## src/rtl/mux_port_arbiter.sv

```systemverilog
`default_nettype none
// ============================================================================
// Module      : mux_port_arbiter
// Description : Round-robin arbiter for a shared 4:1 mux-selected port.
//               Includes a bounded hold time per owner.
// Revision    : 1.0 - initial release
// ============================================================================
module mux_port_arbiter #(
   parameter int MAX_HOLD = 4
) (
   input  logic       clk,
   input  logic       reset_n,
   input  logic [3:0] req,
   output logic [3:0] gnt,
   output logic [1:0] sel,
   output logic       busy
);

   localparam int              CW         = $clog2(MAX_HOLD + 1);
   localparam logic [CW-1:0]   c_MAX_HOLD = CW'(MAX_HOLD);
   localparam logic [CW-1:0]   c_CNT_ONE  = CW'(1);
   localparam logic [0:0]      c_IDLE     = 1'b0;
   localparam logic [0:0]      c_OWN      = 1'b1;

   logic [0:0]    r_state;
   logic [3:0]    r_gnt;
   logic [1:0]    r_sel;
   logic [1:0]    r_ptr;
   logic [CW-1:0] r_cnt;

   logic [3:0]    w_others;
   logic          w_owner_req;
   logic [3:0]    w_scan;
   logic          w_found;
   logic [1:0]    w_win;
   logic [1:0]    w_idx;
   logic          w_take;
   logic          w_release;

   // While owning, only the other requesters compete; the owner is masked out.
   always_comb begin
      w_others    = req & ~r_gnt;
      w_owner_req = |(req & r_gnt);
      w_scan      = (r_state == c_OWN) ? w_others : req;
      w_found     = 1'b0;
      w_win       = r_ptr;
      w_idx       = r_ptr;
      for (int k = 0; k < 4; k++) begin
         w_idx = r_ptr + 2'(k);
         if (!w_found && w_scan[w_idx]) begin
            w_found = 1'b1;
            w_win   = w_idx;
         end
      end
   end

   always_comb begin
      w_take    = 1'b0;
      w_release = 1'b0;
      if (r_state == c_IDLE) begin
         w_take = w_found;
      end else begin
         w_take    = w_found && (!w_owner_req || (r_cnt >= c_MAX_HOLD));
         w_release = !w_owner_req && !w_found;
      end
   end

   always_ff @(posedge clk or negedge reset_n) begin
      if (!reset_n) begin
         r_state <= c_IDLE;
         r_gnt   <= 4'b0000;
         r_sel   <= 2'b00;
         r_ptr   <= 2'b00;
         r_cnt   <= '0;
      end else if (w_take) begin
         r_state <= c_OWN;
         r_gnt   <= 4'b0001 << w_win;
         r_sel   <= w_win;
         r_ptr   <= w_win + 2'd1;
         r_cnt   <= c_CNT_ONE;
      end else if (w_release) begin
         r_state <= c_IDLE;
         r_gnt   <= 4'b0000;
      end else if ((r_state == c_OWN) && (r_cnt < c_MAX_HOLD)) begin
         r_cnt   <= r_cnt + c_CNT_ONE;
      end
   end

   assign gnt  = r_gnt;
   assign sel  = r_sel;
   assign busy = |r_gnt;

endmodule
`default_nettype wire

```

## config.mk

```make
export PLATFORM = sky130hd
export DESIGN_NAME = mux_port_arbiter
export DESIGN_NICKNAME = d
export VERILOG_FILES = /design/src/rtl/mux_port_arbiter.sv
export SDC_FILE = /design/constraint.sdc
export NUM_CORES = 1
export LEC_CHECK = 0
export CORE_MARGIN = 2
export CORE_UTILIZATION = 58
export CTS_BUF_LIST = sky130_fd_sc_hd__clkbuf_2
export DETAILED_ROUTE_END_ITERATION = 8
export MAX_ROUTING_LAYER = met4
export PLACE_DENSITY = 0.85
export SYNTH_ARGS = -nofsm -noshare
export SYNTH_HDL_FRONTEND = slang
export SYNTH_SLANG_ARGS = --single-unit
```

## constraint.sdc

```tcl
create_clock -name clk -period 5.4 [get_ports clk]
set_clock_uncertainty 0.15 [all_clocks]
set_input_delay 1.08 -clock clk [delete_from_list [all_inputs] [get_ports clk]]
set_output_delay 1.08 -clock clk [all_outputs]
set_load 0.05 [all_outputs]
```

# Word-level counts from Yosys, hierarchy flattened
# Index checks and enable logic that the tools add are counted.
# word_totals
ff_bits	12
input_bits	6
output_inout_bits	7
elab_cells	63
# classes
add_sub_neg	5
order_cmp	6
eq_ne	1
shift	1
muxes	25
n_bitwise	3
n_reduce_logical	17
# ops
operator	count
< comparator 2 x 3 -> 1 bit (second input constant)	4
two-way mux 1 bit	12
two-way mux 4 bit	3
two-way mux 3 bit	3
bitwise AND 4 bit	2
binary-select mux 1 bit (select 2 bit)	4
OR reduction 4 bit	2
logical AND 1 bit	6
two-way mux 2 bit	3
logical NOT 1 bit	5
adder 2 x 1 -> 2 bit (second input constant)	2
adder 2 bit (second input constant)	2
NOT 4 bit	1
nonzero test 2 bit	2
left shift 1 x 2 -> 4 bit (first input constant)	1
adder 3 x 1 -> 3 bit (second input constant)	1
>= comparator 3 bit (second input constant)	1
< comparator 3 bit (second input constant)	1
inequality test 2 bit (second input constant)	1
AND reduction 2 bit	1
logical OR 1 bit	1

# Longest topological paths before layout
# Gate-level depths: netlist (run 1).
# depth
word_depth	20
mapped_depth	9
mapped_depth_nobuf	8

# Worst setup path after synthesis (run 1)
# No wires, ideal clock.
# synth_timing
path_kind	in2reg
start	input req[1]
end	register r_ptr[1]
setup_time_ps	125
t_arrival_ps	2509
required_ps	5125
slack_ps	2616
path_stages	7
path_cell_list	mux2i_1 > a21oi_2 > a22o_1 > a221oi_2 > inv_1 > ha_1 > mux2_2
# synth_between
word_cells_on_any_way	30
classes_between	add/sub (1); mux (17); bitwise (2); reduce/logical (10)
# synth_lines
element	line_no	source
from (decl)	13	input logic [3:0] req,
bitwise AND 4 bit	42	w_others = req & ~r_gnt;
two-way mux 4 bit (*)	44	w_scan = (r_state == c_OWN) ? w_others : req;
binary-select mux 1 bit (select 2 bit)	50	if (!w_found && w_scan[w_idx]) begin
two-way mux 1 bit (not written as such)	50	
two-way mux 1 bit	50	
logical NOT 1 bit	50	
logical AND 1 bit	50	
two-way mux 1 bit	50	
logical NOT 1 bit	50	
logical AND 1 bit	50	
two-way mux 1 bit	50	
logical NOT 1 bit	50	
logical AND 1 bit	50	
two-way mux 2 bit (*)	50	
net w_win[0]	35	logic [1:0] w_win;
adder 2 x 1 -> 2 bit (*)	79	r_ptr <= w_win + 2'd1;
to (signal assigned)	79	
to (decl)	28	logic [1:0] r_ptr;
# Mark *: on every way through the listed nets, which the timed path passes. The rest lies on a longest branch. The select of a mux whose other input is x is not followed.
# A chain may end at the register's enable or synchronous reset.

# Final worst setup path (run 1)
# layout_timing
start	register r_gnt[0], in the netlist gnt[0]
end	output busy
# layout_between
elab_chain_cells	1
# layout_lines
element	line_no	source
from (decl)	26	logic [3:0] r_gnt;
from (signal assigned)	77	r_gnt <= 4'b0001 << w_win;
OR reduction 4 bit	91	assign busy = |r_gnt;
to (decl)	16	output logic busy
# Every way passes these cells.

==> results of run 1 <==
[cell usage after synthesis (2+ instances only)]
cell and number:
nand2b_1 2, mux2i_1 4, a221oi_2 2, mux2_1 2, mux2_2 2, nand2_1 2
a22o_1 4, a31oi_1 2, o21ai_0 8, nor2_1 6, inv_1 6, o221ai_1 2
dfrtp_1 12, a2bb2oi_1 3, ha_1 5
[per-stage QoR]
step	cell area [um^2]	setup slack (ns)	hold WS, ns	std cells	utilization
after global placement	951	1.98	0.315	105	0.722
after global routing	966	2.01	0.364	108	0.733
after floorplan	828	2.62	0.307	80	-
after CTS	966	2.18	0.346	108	0.733
final	966	2.20	0.341	108	0.733
after detailed placement	951	1.91	0.331	105	0.722
[area by class of cell]
class / count / share of cell area
Sequential cell: 12 / 0.311
Tap cell: 15 / 0.0194
Timing Repair Buffer: 12 / 0.124
Inverter: 6 / 0.0233
Clock buffer: 3 / 0.0155
Multi-Input combinational cell: 60 / 0.506
[worst max-delay path, delay by kind of cell (launching register included)]
| kind | cells | cell delay [ns] |
|---|---|---|
| buffers and inverters | 1 | 0.71 |
| and+or+nand+nor | 1 | 0.53 |
| DFF | 1 | 0.47 |
[registers in the layout (all words and copies together) (netlist names)]
| name | flops |
|---|---|
| r_state | 1 |
| sel | 2 |
| gnt | 4 |
| r_cnt | 3 |
| r_ptr | 2 |
[how the worst max path moves through the flow]
stage / cells after the start / slack [ns] / endpoint
floorplan: 7 / 2.62 / r_ptr[1]
detailed placement: 8 / 1.91 / r_ptr[1]
CTS: 2 / 2.18 / busy
finish: 2 / 2.20 / busy
global route: 9 / 2.01 / gnt[3]
global placement: 8 / 1.98 / r_ptr[1]
[layout by cell type (no fill, tap or decap)]
| master | synthesis | final |
|---|---|---|
| nor3_2 | 1 | 1 |
| a221oi_2 | 2 | 2 |
| clkbuf_2 | 0 | 3 |
| mux2_1 | 2 | 2 |
| mux2_4 | 1 | 1 |
| a21o_1 | 1 | 1 |
| a211oi_1 | 1 | 1 |
| or2_2 | 1 | 1 |
| inv_1 | 6 | 6 |
| or4_1 | 1 | 1 |
| nand2b_1 | 2 | 2 |
| nor2_4 | 1 | 1 |
| nor2_1 | 6 | 6 |
| o311a_1 | 1 | 1 |
| o221ai_1 | 2 | 2 |
| a2bb2oi_1 | 3 | 3 |
| a22o_1 | 4 | 4 |
| a21boi_0 | 1 | 1 |
| a211o_1 | 1 | 1 |
| mux2_2 | 2 | 2 |
| o2bb2a_1 | 1 | 1 |
| mux2i_1 | 4 | 4 |
| a21oi_1 | 1 | 1 |
| o21ai_0 | 8 | 8 |
| clkdlybuf4s50_1 | 0 | 12 |
| o21ai_1 | 1 | 1 |
| dfrtp_1 | 12 | 12 |
| a21bo_2 | 1 | 1 |
| a21oi_2 | 1 | 1 |
| o211ai_1 | 1 | 1 |
| ha_1 | 5 | 5 |
| a31oi_1 | 2 | 2 |
| nand2_1 | 2 | 2 |
[logic make-up after synthesis]
logic type,after synthesis
flops,12
fa+ha+maj,5
simple gates,14
buf+inv,8
compound gates,32
mux,9
[per-layer routing]
metal / part of all wire / up-vias / track usage
met4: 0.0062 / 0 / 0.103
li1: - / 330 / -
met1: 0.47 / 297 / 0.266
met2: 0.48 / 24 / 0.331
met3: 0.047 / 2 / 0.0478
met5: 0 / - / -
==> impl_results.md, run 1 <==
* Syn. warnings at 0
* Setup TNS at 0 ns
* Routed WL at 1610 um
* Gr usage total at 0.215
* Top area cells in the synthesized netlist: dfrtp_1, ha_1, mux2i_1
* 1st-iter DRT viols at 18
* Hold Path Class: reg2reg
* Critical path's slowest cell: clkdlybuf4s50_1
* Clk root buf: clkbuf_2
* Rel. slew slack at 0.666
* GR Overflow Total at 0
* Mean routed wirelength per cell at 14.9 um
* CP endpoint kind: primary output
* FF-to-FF path depth at 7
* Die width at 41.8 um
* Synth Area in Simple Gates at 0.0937
* Largest net degree at the start of global routing at 13
* Final setup fails at 0
* Via-per-instance ratio at 6.05
* Arrival @ worst endpoint at 1.97 ns
* Via count at 653
* Mapped Cells at 80
* R2r endpoint: r_ptr[1]
* Critical path cell sequence: or4_1 -> clkdlybuf4s50_1
* DRC errors left at 0
* Top_reg_cell synth: dfrtp_1
* Crit path from: gnt[0]
* Worst slew pin tran at 0.495 ns
* Multiplexer share of the synthesized area at 0.121
* Synth top area share at 0.363
* Fin. Hold Viols at 0
* Post-layout net count at 106
* # fillers at 97
* Share of cells above drive strength 1 at 0.140
* Mean post-synth cell area at 10.4 um^2
* Worst skew pair latency at 0.26 ns
* Async SR Flop Fraction at 1.00
* CP max stage delay at 0.71 ns
* Die area at 1750 um^2
* Leading area contributor after synthesis: dfrtp_1
* Initial antenna violation count at 0
* Largest family of logic cells by synthesized area: compound AO/OA/AOI/OAI gates
* Clock sink count at 12
* Hold path endpoint: r_cnt[0]
* Length of the first detailed-routing pass in iterations at 4
* Crit path max fanout at 7
* CTS Hold Bufs at 0
* Critical path class: reg2out
* Startpoint Class: flip-flop
* CTS tree: built
* Top Ports at 13
* H-Tree Depth at 1
* Die height at 41.8 um
* Reg2reg start: r_ptr[0]
* Synth Area in Adders at 0.0755
* Fmax at 312 MHz
* CP required at 4.17 ns
* Syn nets at 91
* CORE AREA at 1320 um^2
* CTS resizes at 0
* Slew Viols, Final at 0
* Seq cells post-synth at 12
* Vias in the first global route at 644
* GP Congestion at 0.855
* First-pass GRT wire length at 2820 um
* Post-synthesis compound-gate area fraction at 0.301
* Post-Synth XOR/XNOR Area at 0
* RSZ-0062 raised after global routing: no
* Max cap viols at 0
* Syn-to-layout area delta at 16.6%
* Register area at 300 um^2
* # port buffers at 12
* CTS Buf Count at 3
* Multi-input logic area at 489 um^2
* Sequential area share after synthesis at 0.363
* Period utilisation layout at 0.593
* Worst hold path startpoint: r_cnt[0]
* Clock period minus worst slack at 3.20 ns
* Initial core utilization at 0.629
* Detail Route Antenna Nets at 0
* Synth cell types at 33
* Number of antenna diodes at 0
* Setup bufs post-CTS at 0
* Netlist Area Pre-Place at 828 um^2
* Hold Path Depth at 1
* Row Count at 13
* Post-synth EDFFs at 0
* Max clock buf depth at 2
* FF-to-FF setup slack at 2.79 ns
* Final HPWL DP at 1230 um
* Status: finished clean
* Clock Pin Slew Worst Setup and Hold Paths at 0.12 ns
Power of run 1 is not shown: default switching activity piles up to over one toggle a cycle in this logic, so the estimate is an artifact.
==> run 2: changes to the inputs <==
--- a/config.mk
+++ b/config.mk
@@ -6,11 +6,11 @@
 export NUM_CORES = 1
 export LEC_CHECK = 0
 export CORE_MARGIN = 2
-export CORE_UTILIZATION = 58
+export CORE_UTILIZATION = 54
 export CTS_BUF_LIST = sky130_fd_sc_hd__clkbuf_2
 export DETAILED_ROUTE_END_ITERATION = 8
 export MAX_ROUTING_LAYER = met4
-export PLACE_DENSITY = 0.85
+export PLACE_DENSITY = 0.8
 export SYNTH_ARGS = -nofsm -noshare
 export SYNTH_HDL_FRONTEND = slang
 export SYNTH_SLANG_ARGS = --single-unit
==> constraint.sdc (replaced) <==
create_clock -name clk -period 3.34 [get_ports clk]
set_clock_uncertainty 0.15 [all_clocks]
set_input_delay 0.668 -clock clk [delete_from_list [all_inputs] [get_ports clk]]
set_output_delay 0.668 -clock clk [all_outputs]
set_load 0.05 [all_outputs]
==> impl_results.md, run 2 (synthesis results as in run 1) <==
* Status: finished clean
* Fmax at 353 MHz
* CTS tree: built
* Max reg flops at 4
* Placed Cells at 106
* Hold Path Class: reg2reg
* Syn-to-layout area delta at 17.2%
* CP max stage delay at 0.71 ns
* Final HPWL DP at 1250 um
* Die area at 1860 um^2
* Initial core utilization at 0.563
* Via count at 684
* Reg2reg start: r_ptr[0]
* Critical path endpoint: busy
* Clock period minus worst slack at 2.84 ns
* First-pass GRT wire length at 2880 um
* CTS Buf Count at 3
* Length of the first detailed-routing pass in iterations at 4
* Vias in the first global route at 682
* Worst skew pair latency at 0.27 ns
* Setup bufs post-CTS at 0
* Die width at 43.2 um
* Share of cells above drive strength 1 at 0.138
* CP delay by family, top: buffers and inverters
* 1st-iter DRT viols at 10
* CTS resizes at 0
* Slew Viols, Final at 0
* # fillers at 128
* H-Tree Depth at 1
* CP endpoint kind: primary output
* Number of antenna diodes at 0
* GR Overflow Total at 0
* Worst hold path startpoint: r_cnt[0]
* Clock Pin Slew Worst Setup and Hold Paths at 0.12 ns
* Post-layout net count at 106
* Crit path from: gnt[1]
* Period utilisation layout at 0.849
* Arrival @ worst endpoint at 2.02 ns
* CP required at 2.52 ns
* Crit path max fanout at 8
* Most frequent cells in the layout: dfrtp_1, clkdlybuf4s50_1, o21ai_0
* FF-to-FF path depth at 7
* CORE AREA at 1470 um^2
* Non-filler cells in the finished layout at 110
* Top Ports at 13
* Fin area at 971 um^2
* Detail Route Antenna Nets at 0
* GP Congestion at 0.813
* Largest net degree at the start of global routing at 13
* R2r endpoint: r_ptr[1]
* Max cap viols at 0
* Critical path class: reg2out
* Cell Area, Placed at 952 um^2
* Setup TNS at 0 ns
* Via-per-instance ratio at 6.22
* Worst slew pin tran at 0.499 ns
* RSZ-0062 raised after global routing: no
* Startpoint Class: flip-flop
* Fin. Hold Viols at 0
* Initial antenna violation count at 0
* # port buffers at 12
* Routed WL at 1600 um
* Clock sink count at 12
* Row Count at 14
* Final hold slack at 0.346 ns
* Max clock buf depth at 2
* Mean routed wirelength per cell at 14.5 um
* WP buf/inv at 1
* Gr usage total at 0.208
* Rel. slew slack at 0.666
* Clk root buf: clkbuf_2
* Critical path's slowest cell: clkdlybuf4s50_1
* Final setup fails at 0
* Critical path cell sequence: or4_1 -> clkdlybuf4s50_1
* CTS Hold Bufs at 0
* Die height at 43.2 um
* DRC errors left at 0
* FF-to-FF setup slack at 0.71 ns
* Critical Path Stages at 2
## run 2: changes by cell type in the layout (fill, tap and decap cells not counted)
| cell | before | now |
|---|---|---|
| clkinv_1 | 0 | 1 |
## run 2: how the worst min path moves through the flow
stage          endpoint  slack (ns)  depth (start not counted)
2_1_floorplan    gnt[0]        0.22                          0
3_3_place_gp   r_cnt[0]        0.31                          1
3_5_place_dp   r_cnt[0]        0.34                          1
4_1_cts        r_cnt[0]        0.36                          1
5_1_grt        r_cnt[0]        0.36                          1
6_report       r_cnt[0]        0.35                          1
## run 2: metrics by stage
stage | utilization | setup WS [ns]
after floorplan | - | 0.834
after global placement | 0.647 | 0.323
after detailed placement | 0.647 | 0.251
after CTS | 0.660 | 0.505
after global routing | 0.660 | 0.371
final | 0.660 | 0.504
## run 2: per-layer routing
metal	vias up	routed length, um	global-route usage
li1	332	-	-
met1	335	705	0.268
met2	15	813	0.331
met3	2	66	0.0511
met4	0	10	0.0485
met5	-	0	-
## run 2: cell type report
type                       instances  area (um^2)  area share
timing repair buffer              12          120       0.124
tap                               16         20.0      0.0206
sequential                        12          300       0.309
multi-input combinational         60          489       0.504
inverter                           6         22.5      0.0232
clock buffer                       3         15.0      0.0155
clock inverter                     1         3.75     0.00387
## run 2: worst reg2reg max path, stage by stage, from the launching register on
cell and delay (ns):
dfrtp_1 0.61, mux2_4 0.36, a21oi_2 0.19, o21ai_1 0.11
a221oi_2 0.43, inv_1 0.12, ha_1 0.30, mux2_2 0.26
Power of run 2 is left out for the same reason.
==> run 3: changes to the inputs <==
==> constraint.sdc (replaced) <==
create_clock -name clk -period 2.7 [get_ports clk]
set_clock_uncertainty 0.15 [all_clocks]
set_input_delay 0.54 -clock clk [delete_from_list [all_inputs] [get_ports clk]]
set_output_delay 0.54 -clock clk [all_outputs]
set_load 0.05 [all_outputs]
==> impl_results.md, run 3 (synthesis results as in run 1) <==
* Critical path class: in2reg
* Fin. Hold Viols at 0
* Clock Pin Slew Worst Setup and Hold Paths at 0.11 ns
* Mean routed wirelength per cell at 16.3 um
* CP required at 2.70 ns
* Final HPWL DP at 1410 um
* DRC errors left at 0
* Largest net degree at the start of global routing at 13
* Initial core utilization at 0.563
* Worst slew pin tran at 0.523 ns
* Hold Path Class: reg2reg
* First-pass GRT wire length at 3160 um
* Slew Viols, Final at 0
* RSZ-0062 raised after global routing: no
* H-Tree Depth at 1
* Worst hold path startpoint: r_cnt[1]
* Top Ports at 13
* Syn-to-layout area delta at 21.1%
* Crit path from: req[1]
* Startpoint Class: input port
* Non-filler cells in the finished layout at 114
* CORE AREA at 1470 um^2
* Worst setup margin at 0.158 ns
* Vias in the first global route at 693
* GR Overflow Total at 0
* Initial antenna violation count at 0
* Die area at 1860 um^2
* Rel. slew slack at 0.650
* Status: finished clean
* Length of the first detailed-routing pass in iterations at 4
* Arrival @ worst endpoint at 2.54 ns
* CTS tree: built
* CTS Buf Count at 3
* Reg2reg start: r_ptr[0]
* Placed Cells at 111
* Post-layout net count at 111
* Fmax at 393 MHz
* Worst skew pair latency at 0.26 ns
* FF-to-FF setup slack at 0.22 ns
* Commonest non-fill, non-tap cell in the layout: dfrtp_1
* Max reg flops at 4
* Die height at 43.2 um
* Routed WL at 1850 um
* Row Count at 14
* Gr usage total at 0.238
* Setup bufs post-CTS at 0
* Final setup fails at 0
* Number of antenna diodes at 0
* Clk root buf: clkbuf_2
* Setup WS pre-CTS at -0.120 ns
* Crit path max fanout at 5
* Die width at 43.2 um
* Clock period minus worst slack at 2.54 ns
* Detail Route Antenna Nets at 0
* Max cap viols at 0
* Via count at 737
* # port buffers at 12
* 1st-iter DRT viols at 19
* Period utilisation layout at 0.941
* GP Congestion at 0.813
* Via-per-instance ratio at 6.46
* # fillers at 122
* CP endpoint kind: flip-flop
* Most frequent cells in the layout: dfrtp_1, clkdlybuf4s50_1, o21ai_0
* Max clock buf depth at 2
* Clock sink count at 12
* Share of cells above drive strength 1 at 0.184
==> run 3: cell count changes in the layout (fill, tap and decap cells not counted), sizes merged <==
cell and change:
buf +5, clkdlybuf4s50 -1, clkinv -1, dlygate4sd2 +1
==> run 3: layout make-up <==
cell class	count	area [um^2]	area share
flip-flops and latches	12	300	0.299
inverters	6	22.5	0.0224
well taps	16	20.0	0.0200
multi-input cells	60	489	0.488
clock buffers	3	15.0	0.0150
repair buffers	17	156	0.156
==> run 3: critical path, cell delays in order <==
cell and delay, ns:
clkdlybuf4s50_1 0.48, mux2i_1 0.26, buf_4 0.15, a21o_1 0.08, a31oi_1 0.07, a31oi_1 0.38, ha_1 0.33, mux2_2 0.26
==> run 3: path summary, 6_finish.rpt <==
path,end,cells after the start
setup / recovery,r_ptr[1],8
min in group asynchronous,gnt[3],1
setup reg to reg,r_ptr[1],7
max in group asynchronous,r_ptr[0],1
hold / removal,r_cnt[1],1
hold reg to reg,r_cnt[1],1
==> run 3: metal layers <==
metal  wire, um  track usage  share of wire  up-vias
li1           -            -              -      344
met1        813        0.302           0.44      348
met2        850        0.349           0.46       33
met3        124       0.0511          0.067       12
met4         66        0.133          0.036        0
met5          0            -              0        -
==> run 3: what timing repair did <==
action	CTS	global route
hold buffers	0	0
gates resized for setup	1	0
setup endpoints to repair	1	0
==> run 3: through the flow <==
stage	area [um^2]	utilization	hold slack, ns	setup TNS (ns)
after CTS	1000	0.682	0.368	0
final	1000	0.682	0.372	0
after global routing	1000	0.682	0.387	0
after detailed placement	990	0.673	0.342	-0.224
after floorplan	828	-	0.0944	0
after global placement	990	0.673	0.315	-0.0121
Power of run 3 is left out for the same reason.
